### src/rtl/tt_vga_pkg.sv
// Screen and logo geometry in 8-pixel cells, plus the
// bounce controller state encoding.
package tt_vga_pkg;

  localparam int H_CELLS = 80;
  localparam int V_CELLS = 60;
  localparam int LOGO_W  = 23;
  localparam int LOGO_H  = 9;
  localparam int MAX_X   = H_CELLS - LOGO_W;
  localparam int MAX_Y   = V_CELLS - LOGO_H;

  typedef enum logic [1:0] {
    IDLE,
    HOLD,
    MOVE,
    FLASH
  } bounce_state_t;

endpackage

### src/rtl/axis_bouncer.sv
// One axis of the bouncing origin: position, direction and
// wall detection, advanced by a single-cycle step strobe.
module axis_bouncer #(
  parameter int W     = 7,
  parameter int MAX   = 57,
  parameter int START = 30
) (
  input  logic         clk,
  input  logic         rst_n,
  input  logic         step,
  output logic [W-1:0] pos,
  output logic         dir,
  output logic         wall,
  output logic         bump
);

  if (START < 1 || START > MAX - 1) begin : g_bad_start
    $error("axis_bouncer START out of range");
  end

  logic [W-1:0] nxt;
  logic         at_edge;

  // dir = 1 means moving toward 0
  assign nxt     = dir ? pos - W'(1) : pos + W'(1);
  assign at_edge = (nxt == '0) || (nxt == W'(MAX));
  assign bump    = step & at_edge;

  always_ff @(posedge clk or negedge rst_n) begin
    if (!rst_n) begin
      pos  <= W'(START);
      dir  <= 1'b0;
      wall <= 1'b0;
    end else begin
      wall <= bump;
      if (step) pos <= nxt;
      if (bump) dir <= ~dir;
    end
  end

endmodule

### src/rtl/logo_bounce_ctrl.sv
// Frame-rate bouncing-logo controller: hold, move and blink
// phases driving the overlay origin and visibility.
module logo_bounce_ctrl
  import tt_vga_pkg::*;
#(
  parameter int SPEED_DIV    = 2,
  parameter int HOLD_FRAMES  = 60,
  parameter int FLASH_FRAMES = 16,
  parameter int START_X      = 30,
  parameter int START_Y      = 24
) (
  input  logic       clk,
  input  logic       rst_n,
  input  logic       ena,
  input  logic       frame_tick,
  input  logic       pause,
  output logic [6:0] org_x,
  output logic [5:0] org_y,
  output logic       visible,
  output logic       hit,
  output logic       corner
);

  localparam int DW = (SPEED_DIV > 1) ? $clog2(SPEED_DIV) : 1;
  localparam int HW = (HOLD_FRAMES > 1) ? $clog2(HOLD_FRAMES + 1) : 1;
  localparam int FC = $clog2(2 * FLASH_FRAMES + 1);
  localparam int FW = (FC > 3) ? FC : 3;

  localparam logic [DW-1:0] DIV_LAST  = DW'(SPEED_DIV - 1);
  localparam logic [HW-1:0] HOLD_LAST = HW'(HOLD_FRAMES - 1);
  localparam logic [FW-1:0] FL_WALL   = FW'(FLASH_FRAMES);
  localparam logic [FW-1:0] FL_CORNER = FW'(2 * FLASH_FRAMES);

  bounce_state_t state_q, state_n;
  logic [DW-1:0] div_q, div_n;
  logic [HW-1:0] hold_q, hold_n;
  logic [FW-1:0] flash_q, flash_n, flash_dec, flash_ld;
  logic          vis_q, vis_n;

  logic tk, moving, step;
  logic bump_x, bump_y;
  logic wall_x, wall_y;
  logic dir_x, dir_y;

  assign tk     = frame_tick & ~pause & ena;
  assign moving = (state_q == MOVE) || (state_q == FLASH);
  assign step   = tk & moving & (div_q == DIV_LAST);

  axis_bouncer #(
    .W    (7),
    .MAX  (MAX_X),
    .START(START_X)
  ) u_x (
    .clk  (clk),
    .rst_n(rst_n),
    .step (step),
    .pos  (org_x),
    .dir  (dir_x),
    .wall (wall_x),
    .bump (bump_x)
  );

  axis_bouncer #(
    .W    (6),
    .MAX  (MAX_Y),
    .START(START_Y)
  ) u_y (
    .clk  (clk),
    .rst_n(rst_n),
    .step (step),
    .pos  (org_y),
    .dir  (dir_y),
    .wall (wall_y),
    .bump (bump_y)
  );

  assign hit     = wall_x | wall_y;
  assign corner  = wall_x & wall_y;
  assign visible = vis_q;

  assign flash_dec = flash_q - FW'(1);
  assign flash_ld  = (bump_x & bump_y) ? FL_CORNER : FL_WALL;

  always_comb begin
    state_n = state_q;
    div_n   = div_q;
    hold_n  = hold_q;
    flash_n = flash_q;
    vis_n   = vis_q;
    if (!ena) begin
      state_n = IDLE;
      vis_n   = 1'b0;
      div_n   = '0;
      hold_n  = '0;
      flash_n = '0;
    end else if (tk) begin
      unique case (state_q)
        IDLE: begin
          state_n = HOLD;
          vis_n   = 1'b1;
          hold_n  = '0;
        end
        HOLD: begin
          if (hold_q == HOLD_LAST) begin
            state_n = MOVE;
            div_n   = '0;
            hold_n  = '0;
          end else begin
            hold_n = hold_q + HW'(1);
          end
        end
        MOVE, FLASH: begin
          div_n = step ? '0 : div_q + DW'(1);
          if (state_q == FLASH) begin
            flash_n = flash_dec;
            if (flash_dec == '0) begin
              state_n = MOVE;
              vis_n   = 1'b1;
            end else begin
              vis_n = ~flash_dec[2];
            end
          end
          // a fresh wall hit restarts the blink window
          if (bump_x | bump_y) begin
            state_n = FLASH;
            flash_n = flash_ld;
            vis_n   = ~flash_ld[2];
          end
        end
        default: state_n = IDLE;
      endcase
    end
  end

  always_ff @(posedge clk or negedge rst_n) begin
    if (!rst_n) begin
      state_q <= IDLE;
      div_q   <= '0;
      hold_q  <= '0;
      flash_q <= '0;
      vis_q   <= 1'b0;
    end else begin
      state_q <= state_n;
      div_q   <= div_n;
      hold_q  <= hold_n;
      flash_q <= flash_n;
      vis_q   <= vis_n;
    end
  end

endmodule

### config.mk
export PLATFORM = sky130hd
export DESIGN_NAME = logo_bounce_ctrl
export DESIGN_NICKNAME = d
export VERILOG_FILES = /design/src/rtl/tt_vga_pkg.sv /design/src/rtl/axis_bouncer.sv /design/src/rtl/logo_bounce_ctrl.sv
export SDC_FILE = /design/constraint.sdc
export NUM_CORES = 1
export LEC_CHECK = 0
export BUFFER_PORTS_ARGS = -buffer_cell sky130_fd_sc_hd__buf_2
export CORE_ASPECT_RATIO = 0.7
export CORE_MARGIN = 3
export CORE_UTILIZATION = 59
export CTS_CLUSTER_DIAMETER = 120
export DETAILED_ROUTE_END_ITERATION = 6
export GPL_ROUTABILITY_DRIVEN = 0
export PLACE_DENSITY = 0.79
export SLEW_MARGIN = 10
export SYNTH_ARGS = -nofsm -noshare
export SYNTH_HDL_FRONTEND = slang
export SYNTH_SLANG_ARGS = --single-unit
### constraint.sdc
create_clock -name clk -period 3.2 [get_ports clk]
set_input_delay 0.16 -clock clk [delete_from_list [all_inputs] [get_ports clk]]
set_output_delay 0.16 -clock clk [all_outputs]
set_load 0.05 [all_outputs]
==> impl_metrics.csv <==
group,metric,value,unit
synth,synth_most_common_cell,"dfrtp_1",
floorplan,dieArea,4730,um2
final_layout,fillers,304,
setup_path,slowest_stage,"or4b_4",
clock_tree,clock_sinks,33,
place,dp_hpwl,3370,um
synth,synth_edf_count,0,
global_routing,grt_pass1_wl,8490,um
synth,synth_commonest_cells,"dfrtp_1, nor2_1, nand2_1",
floorplan,ios,21,
clock_tree,post_cts_buffers,0,
pwr,power.density,361,nW/um2
floorplan,row_count,18,
synth,synth_top_area_share,0.292,
clock_tree,clk_pin_slew,0.08,ns
setup_path,end_kind,"flop",
pwr,ir_drop,299,uV
final_layout,n_antenna_cell,0,
sta,period_needed,2.99,ns
place,dp_cells,316,
synth,synth_nets,274,
detailed_routing,drt_iter0_drc,138,
clock_tree,root_buffer,"clkbuf_8",
sta,hold_violations,0,
detailed_routing,num_vias,1919,
setup_path,critPathRequiredTime,3.39,ns
synth,ys_types,55,
sta,fin_crit_sh,0.933,
global_routing,grt.busiest_layer,"met2",
detailed_routing,wire_per_inst,14.7,um
clock_tree,clock_path_buffers,2,
synth,yosysTopAreaCell,"dfrtp_1",
status,status,"finished, final reports clean",
synth,ys_async_sr_fraction,1.00,
floorplan,start_util,0.635,
synth,synth_top_flop_cell,"dfrtp_1",
synth,synth_seq_area_share,0.360,
final_layout,area_delta_synth_final,12.5,%
global_routing,gr-usage-met3,0.0520,
sta,finalMaxSlewViolations,0,
job,drv_cap,0,
place,place.port_buffers,20,
floorplan,core_region_area,3650,um2
global_routing,grt.overflow.total,0,
clock_tree,numCtsBuffers,5,
setup_path,path_max_fanout,12,
detailed_routing,viasPerCell,5.90,
detailed_routing,antenna_left,0,
global_routing,grtUsageMet1,0.335,
setup_path,path_buf_inv,2,
final_layout,final_area,2610,um2
global_routing,grt_max_degree,34,
sta,slew_headroom,0.522,
clock_tree,insertion_delay,0.30,ns
setup_path,cpPeakStageDelay,0.51,ns
final_layout,drive_gt1_frac,0.215,
synth,synth_area_per_cell,9.23,um2
synth,yosys_warnings,0,
floorplan,die-width,80.9,um
synth,yosys_register_bits,33,
setup_path,path_class,"flop to flop",
setup_path,crit_path_cell_trace,"inv_1 > fa_1 > nand2b_1 > a21oi_1 > xnor2_1 > or4b_4 > a2111oi_4 > buf_4 > nand2_1 > a31o_1",
final_layout,ff_latch_area,835,um2
clock_tree,cts_tree,"done",
sta,rsz0062_at_grt,"no",
detailed_routing,drcViolationCount,0,
detailed_routing,drtPass1Iterations,4,
worst_hold_path,min_path_type,"input pin to flop",
final_layout,multiInputGateArea,1380,um2
setup_path,arrival,3.18,ns
sta,fmax,0.335,GHz
final_layout,nets,297,
detailed_routing,drt_wl_total,4770,um
sta,worstMarginPinSlew,0.718,ns
sta,finalSetupTns,0,ns
sta,whs,0.255,ns
setup_path,cp-start-kind,"flop",
final_layout,layout.cells.non_filler,325,
pwr,leakage,1.18,nW
synth,synth_area,2320,um2
synth,syn_inst,251,
global_routing,use_met2,0.346,
global_routing,grt_pass1_vias,1821,
global_routing,groute.usage.overall,0.235,
setup_path,crit_family,"simple AND/OR/NAND/NOR gates",
floorplan,die_h,58.4,um
clock_tree,htreeDepth,2,
place,placed_cell_area,2460,um2
sta,setup_viol,0,
global_routing,grt_antenna_before_repair,0,
synth,ys_top_cells_by_area,"dfrtp_1, ha_1, dfstp_2",
sta,clock_skew,0.0109,ns
-- power breakdown --
part / switching (mW) / internal [mW]
clock network: 0.162 / 0.309
registers: 0.00597 / 0.423
logic: 0.0288 / 0.0119
total: 0.197 / 0.744
-- flip-flops by register name, summed over array words and instances, names as in the netlist --
| register | cells |
|---|---|
| u_y.wall | 1 |
| visible | 1 |
| div_q | 1 |
| u_y.pos | 6 |
| u_x.wall | 1 |
| hold_q | 6 |
| u_x.pos | 7 |
| flash_q | 6 |
| state_q | 2 |
| u_x.dir | 1 |
| u_y.dir | 1 |
-- worst reg2reg max path, delay by kind of cell, from the launching register on --
kind | cells | cell delay, ns
adder cells (fa/ha/maj) | 1 | 0.42
flip-flops | 1 | 0.47
buffers and inverters | 2 | 0.37
AND/OR/NAND/NOR | 3 | 0.76
XOR/XNOR | 1 | 0.13
AO/OA/AOI/OAI | 3 | 0.74
-- through the flow --
stage	power (mW)	util	worst slack (ns)
6_report	0.941	0.715	0.214
5_1_grt	0.982	0.715	0.0522
4_1_cts	0.952	0.714	0.175
3_5_place_dp	0.476	0.675	0.236
3_3_place_gp	0.476	0.675	0.233
2_1_floorplan	0.459	-	0.0632
-- cell type report --
| type | instances | share of cell area |
|---|---|---|
| multi-input combinational | 195 | 0.529 |
| timing repair buffer | 26 | 0.0566 |
| clock buffer | 5 | 0.0264 |
| inverter | 13 | 0.0187 |
| clock inverter | 3 | 0.0250 |
| tap | 50 | 0.0240 |
| sequential | 33 | 0.320 |
-- layer usage --
layer / part of all wire / up-vias
li1: - / 949
met1: 0.51 / 921
met2: 0.43 / 42
met3: 0.044 / 7
met4: 0.016 / 0
met5: 0 / -
-- cells by family (layout without fill, tap and decap cells) --
group | Yosys count | count (layout) | share of synthesized area
buf+inv | 23 | 47 | 0.0448
compound gates | 56 | 56 | 0.174
flops | 33 | 33 | 0.360
fa+ha+maj | 18 | 18 | 0.104
xor+xnor | 19 | 19 | 0.0718
simple gates | 97 | 97 | 0.221
mux | 5 | 5 | 0.0243
-- cells in the final DEF, fill, tap and decap left out, types with 3 or more instances in the layout --
cell	instances
nor4_1	3
nor3_1	3
and2_1	3
a211oi_1	3
ha_1	16
nor2_1	22
nor4b_1	4
mux2_2	5
nor2b_1	4
o21ai_0	19
xor2_1	7
buf_2	20
inv_1	13
nand2_1	20
nand4_1	5
xnor2_1	12
a31oi_1	3
nand3_1	15
buf_4	5
a21oi_1	9
dfrtp_1	26
dfstp_2	6
nand2b_1	4
clkbuf_8	5
-- path summary, 6_finish.rpt --
path	slack, ns	start	to	cells past startpoint
worst max-delay path	0.21	u_y.dir	flash_q[4]	10
worst min-delay path	0.25	pause	visible	4
worst max register to register	0.21	u_y.dir	flash_q[4]	10
worst min register to register	0.51	u_x.pos[1]	u_x.pos[1]	2
max in group asynchronous	2.25	rst_n	u_x.dir	2
min in group asynchronous	0.45	rst_n	u_y.pos[1]	2
-- what timing repair did --
item | in CTS | in global routing
gates resized for setup | 0 | 1
setup endpoints to repair | 0 | 3
hold endpoints to repair | 27 | 0
hold buffers | 1 | 0
(Power assumes the default switching activity.)
